File: src/rtl/waveform_pkg.sv
// Shared types and constants for the waveform mode/frequency path.
// Used by uart_cmd_parser and by the mode consumers downstream.
package waveform_pkg;

    typedef enum logic [2:0] {
        S_IDLE = 3'd0,
        S_CMD  = 3'd1,
        S_DHI  = 3'd2,
        S_DLO  = 3'd3,
        S_CHK  = 3'd4
    } parser_state_e;

    localparam logic [7:0] CMD_MODE   = 8'h4D;
    localparam logic [7:0] CMD_FACTOR = 8'h46;
    localparam logic [2:0] MODE_TIMER = 3'b001;
    localparam logic [2:0] MODE_SINE  = 3'b010;

    // Checksum byte carried at the end of a frame when checksums are enabled
    function automatic logic [7:0] frame_chk(input logic [7:0] cmd,
                                             input logic [7:0] dhi,
                                             input logic [7:0] dlo);
        return cmd ^ dhi ^ dlo;
    endfunction

endpackage

File: src/rtl/cmd_timeout.sv
// Saturating inter-byte timeout counter: clears on i_clr, counts while i_en,
// o_expired_c flags the last allowed cycle of a gap.
module cmd_timeout #(
    parameter int unsigned TIMEOUT_CYCLES = 100000
) (
    input  logic clk,
    input  logic rst,
    input  logic i_clr,
    input  logic i_en,
    output logic o_expired_c
);

    localparam int unsigned CW = (TIMEOUT_CYCLES > 2) ? $clog2(TIMEOUT_CYCLES) : 1;
    localparam logic [CW-1:0] LAST = CW'(TIMEOUT_CYCLES - 1);

    logic [CW-1:0] r_cnt;

    // Holds at LAST instead of wrapping
    always_ff @(posedge clk) begin
        if (rst) begin
            r_cnt <= '0;
        end else if (i_clr) begin
            r_cnt <= '0;
        end else if (i_en && (r_cnt != LAST)) begin
            r_cnt <= r_cnt + CW'(1);
        end
    end

    assign o_expired_c = i_en && (r_cnt == LAST);

endmodule

File: src/rtl/uart_cmd_parser.sv
// Framed UART command decoder driving waveform mode and sine-rate factor.
// Build option: define CMD_CHECKSUM_EN for 5-byte frames with an XOR checksum.
module uart_cmd_parser
    import waveform_pkg::*;
#(
    parameter int unsigned TIMEOUT_CYCLES = 100000,
    parameter logic [7:0]  HEADER         = 8'hA5,
    parameter logic [2:0]  MODE_RST       = 3'b001,
    parameter logic [15:0] FACTOR_RST     = 16'd1
) (
    input  logic        clk,
    input  logic        rst,
    input  logic [7:0]  rx_byte,
    input  logic        rx_dv,
    output logic [2:0]  mode,
    output logic [15:0] factor,
    output logic        factor_valid,
    output logic        err,
    output logic        busy
);

    parser_state_e r_state;
    parser_state_e w_state_nxt;
    logic [7:0]    r_cmd;
    logic [7:0]    r_dhi;
    logic [7:0]    r_dlo;
    logic [7:0]    w_cmd_nxt;
    logic [7:0]    w_dhi_nxt;
    logic [7:0]    w_dlo_nxt;
    logic [2:0]    w_mode_nxt;
    logic [15:0]   w_factor_nxt;
    logic          w_fv_nxt;
    logic          w_err_nxt;
    logic          w_exec;
    logic [7:0]    w_exec_dlo;
    logic          w_expired;
    logic          w_timeout;

    cmd_timeout #(
        .TIMEOUT_CYCLES(TIMEOUT_CYCLES)
    ) u_timeout (
        .clk        (clk),
        .rst        (rst),
        .i_clr      (rx_dv || (r_state == S_IDLE)),
        .i_en       (r_state != S_IDLE),
        .o_expired_c(w_expired)
    );

    // A byte landing in the expiry cycle wins over the timeout
    assign w_timeout = w_expired && !rx_dv;

    always_ff @(posedge clk) begin
        if (rst) begin
            r_state      <= S_IDLE;
            r_cmd        <= '0;
            r_dhi        <= '0;
            r_dlo        <= '0;
            mode         <= MODE_RST;
            factor       <= FACTOR_RST;
            factor_valid <= 1'b0;
            err          <= 1'b0;
            busy         <= 1'b0;
        end else begin
            r_state      <= w_state_nxt;
            r_cmd        <= w_cmd_nxt;
            r_dhi        <= w_dhi_nxt;
            r_dlo        <= w_dlo_nxt;
            mode         <= w_mode_nxt;
            factor       <= w_factor_nxt;
            factor_valid <= w_fv_nxt;
            err          <= w_err_nxt;
            busy         <= (w_state_nxt != S_IDLE);
        end
    end

    always_comb begin
        w_state_nxt  = r_state;
        w_cmd_nxt    = r_cmd;
        w_dhi_nxt    = r_dhi;
        w_dlo_nxt    = r_dlo;
        w_mode_nxt   = mode;
        w_factor_nxt = factor;
        w_fv_nxt     = 1'b0;
        w_err_nxt    = 1'b0;
        w_exec       = 1'b0;
        w_exec_dlo   = r_dlo;

        case (r_state)
            S_IDLE: begin
                if (rx_dv && (rx_byte == HEADER)) w_state_nxt = S_CMD;
            end
            S_CMD: begin
                if (rx_dv) begin
                    w_cmd_nxt   = rx_byte;
                    w_state_nxt = S_DHI;
                end
            end
            S_DHI: begin
                if (rx_dv) begin
                    w_dhi_nxt   = rx_byte;
                    w_state_nxt = S_DLO;
                end
            end
            S_DLO: begin
                if (rx_dv) begin
                    w_dlo_nxt   = rx_byte;
`ifdef CMD_CHECKSUM_EN
                    w_state_nxt = S_CHK;
`else
                    w_state_nxt = S_IDLE;
                    w_exec      = 1'b1;
                    w_exec_dlo  = rx_byte;
`endif
                end
            end
            S_CHK: begin
`ifdef CMD_CHECKSUM_EN
                if (rx_dv) begin
                    w_state_nxt = S_IDLE;
                    if (rx_byte == frame_chk(r_cmd, r_dhi, r_dlo)) w_exec = 1'b1;
                    else                                           w_err_nxt = 1'b1;
                end
`else
                w_state_nxt = S_IDLE;
`endif
            end
            default: w_state_nxt = S_IDLE;
        endcase

        if (w_timeout) begin
            w_state_nxt = S_IDLE;
            w_err_nxt   = 1'b1;
        end

        // Execute the completed frame; any rejection leaves outputs untouched
        if (w_exec) begin
            case (r_cmd)
                CMD_MODE: begin
                    if ((w_exec_dlo[2:0] == MODE_TIMER) || (w_exec_dlo[2:0] == MODE_SINE))
                        w_mode_nxt = w_exec_dlo[2:0];
                    else
                        w_err_nxt = 1'b1;
                end
                CMD_FACTOR: begin
                    if ({r_dhi, w_exec_dlo} != 16'd0) begin
                        w_factor_nxt = {r_dhi, w_exec_dlo};
                        w_fv_nxt     = 1'b1;
                    end else begin
                        w_err_nxt = 1'b1;
                    end
                end
                default: w_err_nxt = 1'b1;
            endcase
        end
    end

endmodule

File: config.mk
export PLATFORM = sky130hd
export DESIGN_NAME = uart_cmd_parser
export DESIGN_NICKNAME = d
export VERILOG_FILES = /design/src/rtl/waveform_pkg.sv /design/src/rtl/cmd_timeout.sv /design/src/rtl/uart_cmd_parser.sv
export SDC_FILE = /design/constraint.sdc
export NUM_CORES = 1
export LEC_CHECK = 0
export ABC_AREA = 0
export ABC_CLOCK_PERIOD_IN_PS = 5790
export BUFFER_PORTS_ARGS = -buffer_cell sky130_fd_sc_hd__buf_4
export CORE_MARGIN = 2
export CORE_UTILIZATION = 61
export DETAILED_ROUTE_END_ITERATION = 10
export HOLD_SLACK_MARGIN = 0.03
export PLACE_DENSITY = 0.85
export SLEW_MARGIN = 20
export SYNTH_ARGS = -nofsm -noshare
export SYNTH_HDL_FRONTEND = slang
export SYNTH_SLANG_ARGS = --single-unit
File: constraint.sdc
create_clock -name clk -period 5.79 [get_ports clk]
set_clock_uncertainty 0.1 [all_clocks]
set_input_delay 1.4475 -clock clk [delete_from_list [all_inputs] [get_ports clk]]
set_output_delay 1.4475 -clock clk [all_outputs]
set_load 0.02 [all_outputs]
==> impl_summary.md <==
Timing
Setup violations remaining at the end of the flow were counted as 0. Setup repair after global routing left no endpoint under its margin. The relative slew slack is 0.4054. For the pin with the worst max-slew slack, the measured transition is 0.8850 ns.

The count of pins over their slew limit was 0. The tightest hold path in the finished design has a slack of 0.3507 ns. The setup TNS after final layout is 0 ns. Timing would allow up to 0.2958 GHz.

Subtracting the final worst setup slack from the clock period gives 3.381 ns. In the finished design, the share of the clock period the worst path needs comes to 0.5839. The hold violation total from the final report is 0.

Synthesis
The share of the synthesized netlist area taken by xor and xnor gates is 0.05688. sky130_fd_sc_hd__dfxtp_1 takes more of the synthesized area than any other cell. The number of instances in the synthesized netlist is 300.

The simple logic cell fraction of the synthesized area is 0.2564. Of the total synthesized cell area, the portion taken by full adders, half adders and majority gates is 0.004515. The number of different library cells in the post-synthesis netlist is 51. The net count of the mapped netlist is 312. The mapped cell area is 2771 µm². The share of synthesized area in the top cell type comes to 0.4767. The dominant synthesized flop cell is sky130_fd_sc_hd__dfxtp_1.

Counting flops with a built-in enable in the synthesized netlist gives 0. The number of storage elements in the synthesis netlist is 66. In the synthesized netlist, the cells that appear most often are sky130_fd_sc_hd__dfxtp_1, sky130_fd_sc_hd__nor2_1, sky130_fd_sc_hd__nand2_1. The synthesized area per cell is 9.238 µm². The fraction of the mapped netlist area in compound gates is 0.1223.

The cell with the most instances after synthesis is sky130_fd_sc_hd__dfxtp_1. The part of the Yosys area used for sequential elements is 0.4767. By area the synthesized netlist is led by sky130_fd_sc_hd__dfxtp_1, sky130_fd_sc_hd__nor2_1, sky130_fd_sc_hd__nand2_1. The total number of yosys warnings is 0.

By area, the combinational part of the netlist is dominated by simple AND/OR/NAND/NOR gates. Of all flip-flops after synthesis, the portion carrying an async set or reset was 0. The portion of synthesized area spent on multiplexers is 0.04379.

Clock network
Once the clock tree was built, the setup fixing pass inserted 0 buffers. The clock tree synthesis step divided the H-tree into 3 levels. The clock slew at the register clock pins of the worst setup and hold paths is 0.06 ns. The count of cells resized by post-cts repair is 0. After clock tree synthesis, the flow added hold-fix buffers numbering 0. The number of clock buffers inserted by TritonCTS is 9. For this design, the sink count on the clock tree is 66. The clock tree buffer depth is 2. TritonCTS built the clock tree. At the later pin of the worst-skew pair, clock insertion delay measures 0.34 ns. The master cell of the clock root buffer is sky130_fd_sc_hd__clkbuf_8.

Die
The starting density of the core is 0.6365. The overall die width is 71.41 µm. The I/O pin total is 33. The placeable core area is 4354 µm². The floorplan has 24 rows. Measured along the y axis, the die boundary spans 71.41 µm.

The die covers 5099 µm².

Global routing
After global routing the overflow that remains totals 0. The first-pass GRT wire length is 9853 µm. The total routing usage reported by global routing is 0.2499. The via count of the first global-routing pass was 2008.

The number of antenna violations at the first check in global routing is 0. The largest net degree at the start of global routing is 39.

Run
Across the run, the number of max-cap violations was 0.

Detailed routing
After detailed routing, the met2 layer carries 2671 µm of wire. Summed over all nets, wire length on met3 after detailed routing comes to 316 µm. The wire length reported by the detailed router is 5854 µm.

In the final routing, the length of wire on met1 measures 2755 µm. For this block, the via count after detailed routing is 2205. The pre-antenna-repair detailed-routing pass consisted of 5 iterations. For this run, design rule violations remaining after detail routing come to 0. The routed via count divided by cell count is 5.787.

Signal routing reaches up to met4. The first-iteration detailed-routing DRC count is 201. Once detail routing completed, the nets flagged for antenna violations numbered 0. The detail-routed net length per standard cell is 15.36 µm.

Worst hold path
The launch point of the worst hold path is r_dlo[1]. The path with the worst hold slack has its endpoint at r_dlo[1]. The worst hold path was traced through 2 stages. The class of the worst hold path is reg -> reg.

Final layout
The area of the multi-input gates is 1345 µm². The non-filler instance count after layout is 381. The fill cell total of the finished layout is 324. The antenna diode count is 0. With fillers left out, the area of the finished cells amounts to 3134 µm². The synthesis-to-finish area growth is 13.09%. The register cell area after layout is 1321 µm². The total number of nets in the final design is 339. In the final layout, the share of cells above drive strength 1 is 0.1581.

Critical path
The endpoint identified for the worst register-to-register timing path is factor[8]. STA classifies the critical path startpoint as an input port. Along the worst path, the maximum fanout reaches 13. In this run the critical register-to-register path is launched from r_state[1]. The category of the most critical setup path is in -> reg. The depth of the worst register-to-register path is 5. At the worst endpoint, the arrival time is 3.55 ns. STA classifies the critical path endpoint as a flop.

The required time of the critical path is 5.96 ns. The worst register-to-register path has a setup slack of 3.07 ns.

Status
The flow ran to the end, and the final reports show no timing, DRC or antenna violations.

Placed design
The standard cell area after detailed placement is 2975 µm². The final RePlAce weighted congestion is 0.8965. The cell count after placement is 368.

The count of buffers added on input and output ports is 32. The estimated wirelength of the detail-placed design is 3965 µm.

Power and ir drop
Across the VDD grid, the largest voltage drop is 0.1665 mV. In this run the power density over the cells is 258.5 nW/µm². Summed over all cells, the static leakage comes to 1.164 nW.
worst max-delay path by stage:
stage | from | to
4_1_cts | rx_dv | factor[8]
6_report | rx_dv | factor[8]
3_3_place_gp | rx_dv | factor[11]
2_1_floorplan | rx_byte[1] | factor[10]
3_5_place_dp | rx_dv | factor[11]
5_1_grt | rx_dv | factor[8]
worst max-delay path, cell delays in order:
cell                        delay, ns
sky130_fd_sc_hd__buf_4           0.13
sky130_fd_sc_hd__nand4b_1        0.46
sky130_fd_sc_hd__mux2i_1         0.54
sky130_fd_sc_hd__o2111ai_1       0.24
sky130_fd_sc_hd__a21oi_2         0.49
sky130_fd_sc_hd__a22o_1          0.23
routing by layer:
metal,track usage,up-vias
met2,0.3745,63
met1,0.3499,1030
li1,-,1100
met4,0.1111,0
met3,0.05204,12
met5,0,-
state kept, by name, summed over array words and instances (netlist names):
register	cells
u_timeout.r_cnt	17
r_dhi	8
r_state	3
busy	1
factor	16
r_cmd	8
err	1
factor_valid	1
r_dlo	8
mode	3
final cells by class:
cell class / instances / area share
inverters: 1 / 0.001198
well taps: 52 / 0.02076
flip-flops and latches: 66 / 0.4216
clock buffers: 13 / 0.05070
repair buffers: 32 / 0.07665
multi-input cells: 217 / 0.4291
stage by stage:
| stage | setup WS (ns) | power (mW) | util |
|---|---|---|---|
| floorplan | 2.789 | 0.4799 | - |
| global placement | 2.239 | 0.4906 | 0.6833 |
| detailed placement | 2.132 | 0.4908 | 0.6833 |
| CTS | 2.474 | 0.8116 | 0.7198 |
| global route | 2.225 | 0.8310 | 0.7198 |
| finish | 2.409 | 0.8101 | 0.7198 |
kinds of logic after synthesis:
family | count (synthesis)
buffers and inverters | 17
AND/OR/NAND/NOR | 137
flip-flops | 66
adder cells (fa/ha/maj) | 1
XOR/XNOR | 18
other | 1
AO/OA/AOI/OAI | 48
multiplexers | 12
where the power goes:
part           total [mW]  internal (mW)  switching, mW  leakage [nW]
clock network       0.329          0.172          0.157        0.0815
logic              0.0255        0.00774         0.0177         0.551
registers           0.456          0.455        0.00106         0.532
cells in the final DEF (no fill, tap or decap), types with 2 or more instances in the layout:
cell                       instances
sky130_fd_sc_hd__nor3_1            9
sky130_fd_sc_hd__mux2i_1          11
sky130_fd_sc_hd__nand2_1          40
sky130_fd_sc_hd__nor2_1           42
sky130_fd_sc_hd__nor3b_1           2
sky130_fd_sc_hd__xor2_1            9
sky130_fd_sc_hd__nand3_1          10
sky130_fd_sc_hd__a22o_1           12
sky130_fd_sc_hd__o21ai_0           4
sky130_fd_sc_hd__buf_4            32
sky130_fd_sc_hd__and4b_1           2
sky130_fd_sc_hd__clkbuf_8         11
sky130_fd_sc_hd__nor4b_1           2
sky130_fd_sc_hd__or4_1             4
sky130_fd_sc_hd__or3_1             2
sky130_fd_sc_hd__a21oi_1          20
sky130_fd_sc_hd__a221o_1           2
sky130_fd_sc_hd__nor2b_1           4
sky130_fd_sc_hd__nor4_1            3
sky130_fd_sc_hd__and3_1            5
sky130_fd_sc_hd__nand4b_1          2
sky130_fd_sc_hd__xnor2_1           9
sky130_fd_sc_hd__dfxtp_1          66
sky130_fd_sc_hd__clkbuf_1          2
No activity file was read; power rests on OpenSTA's default activity.
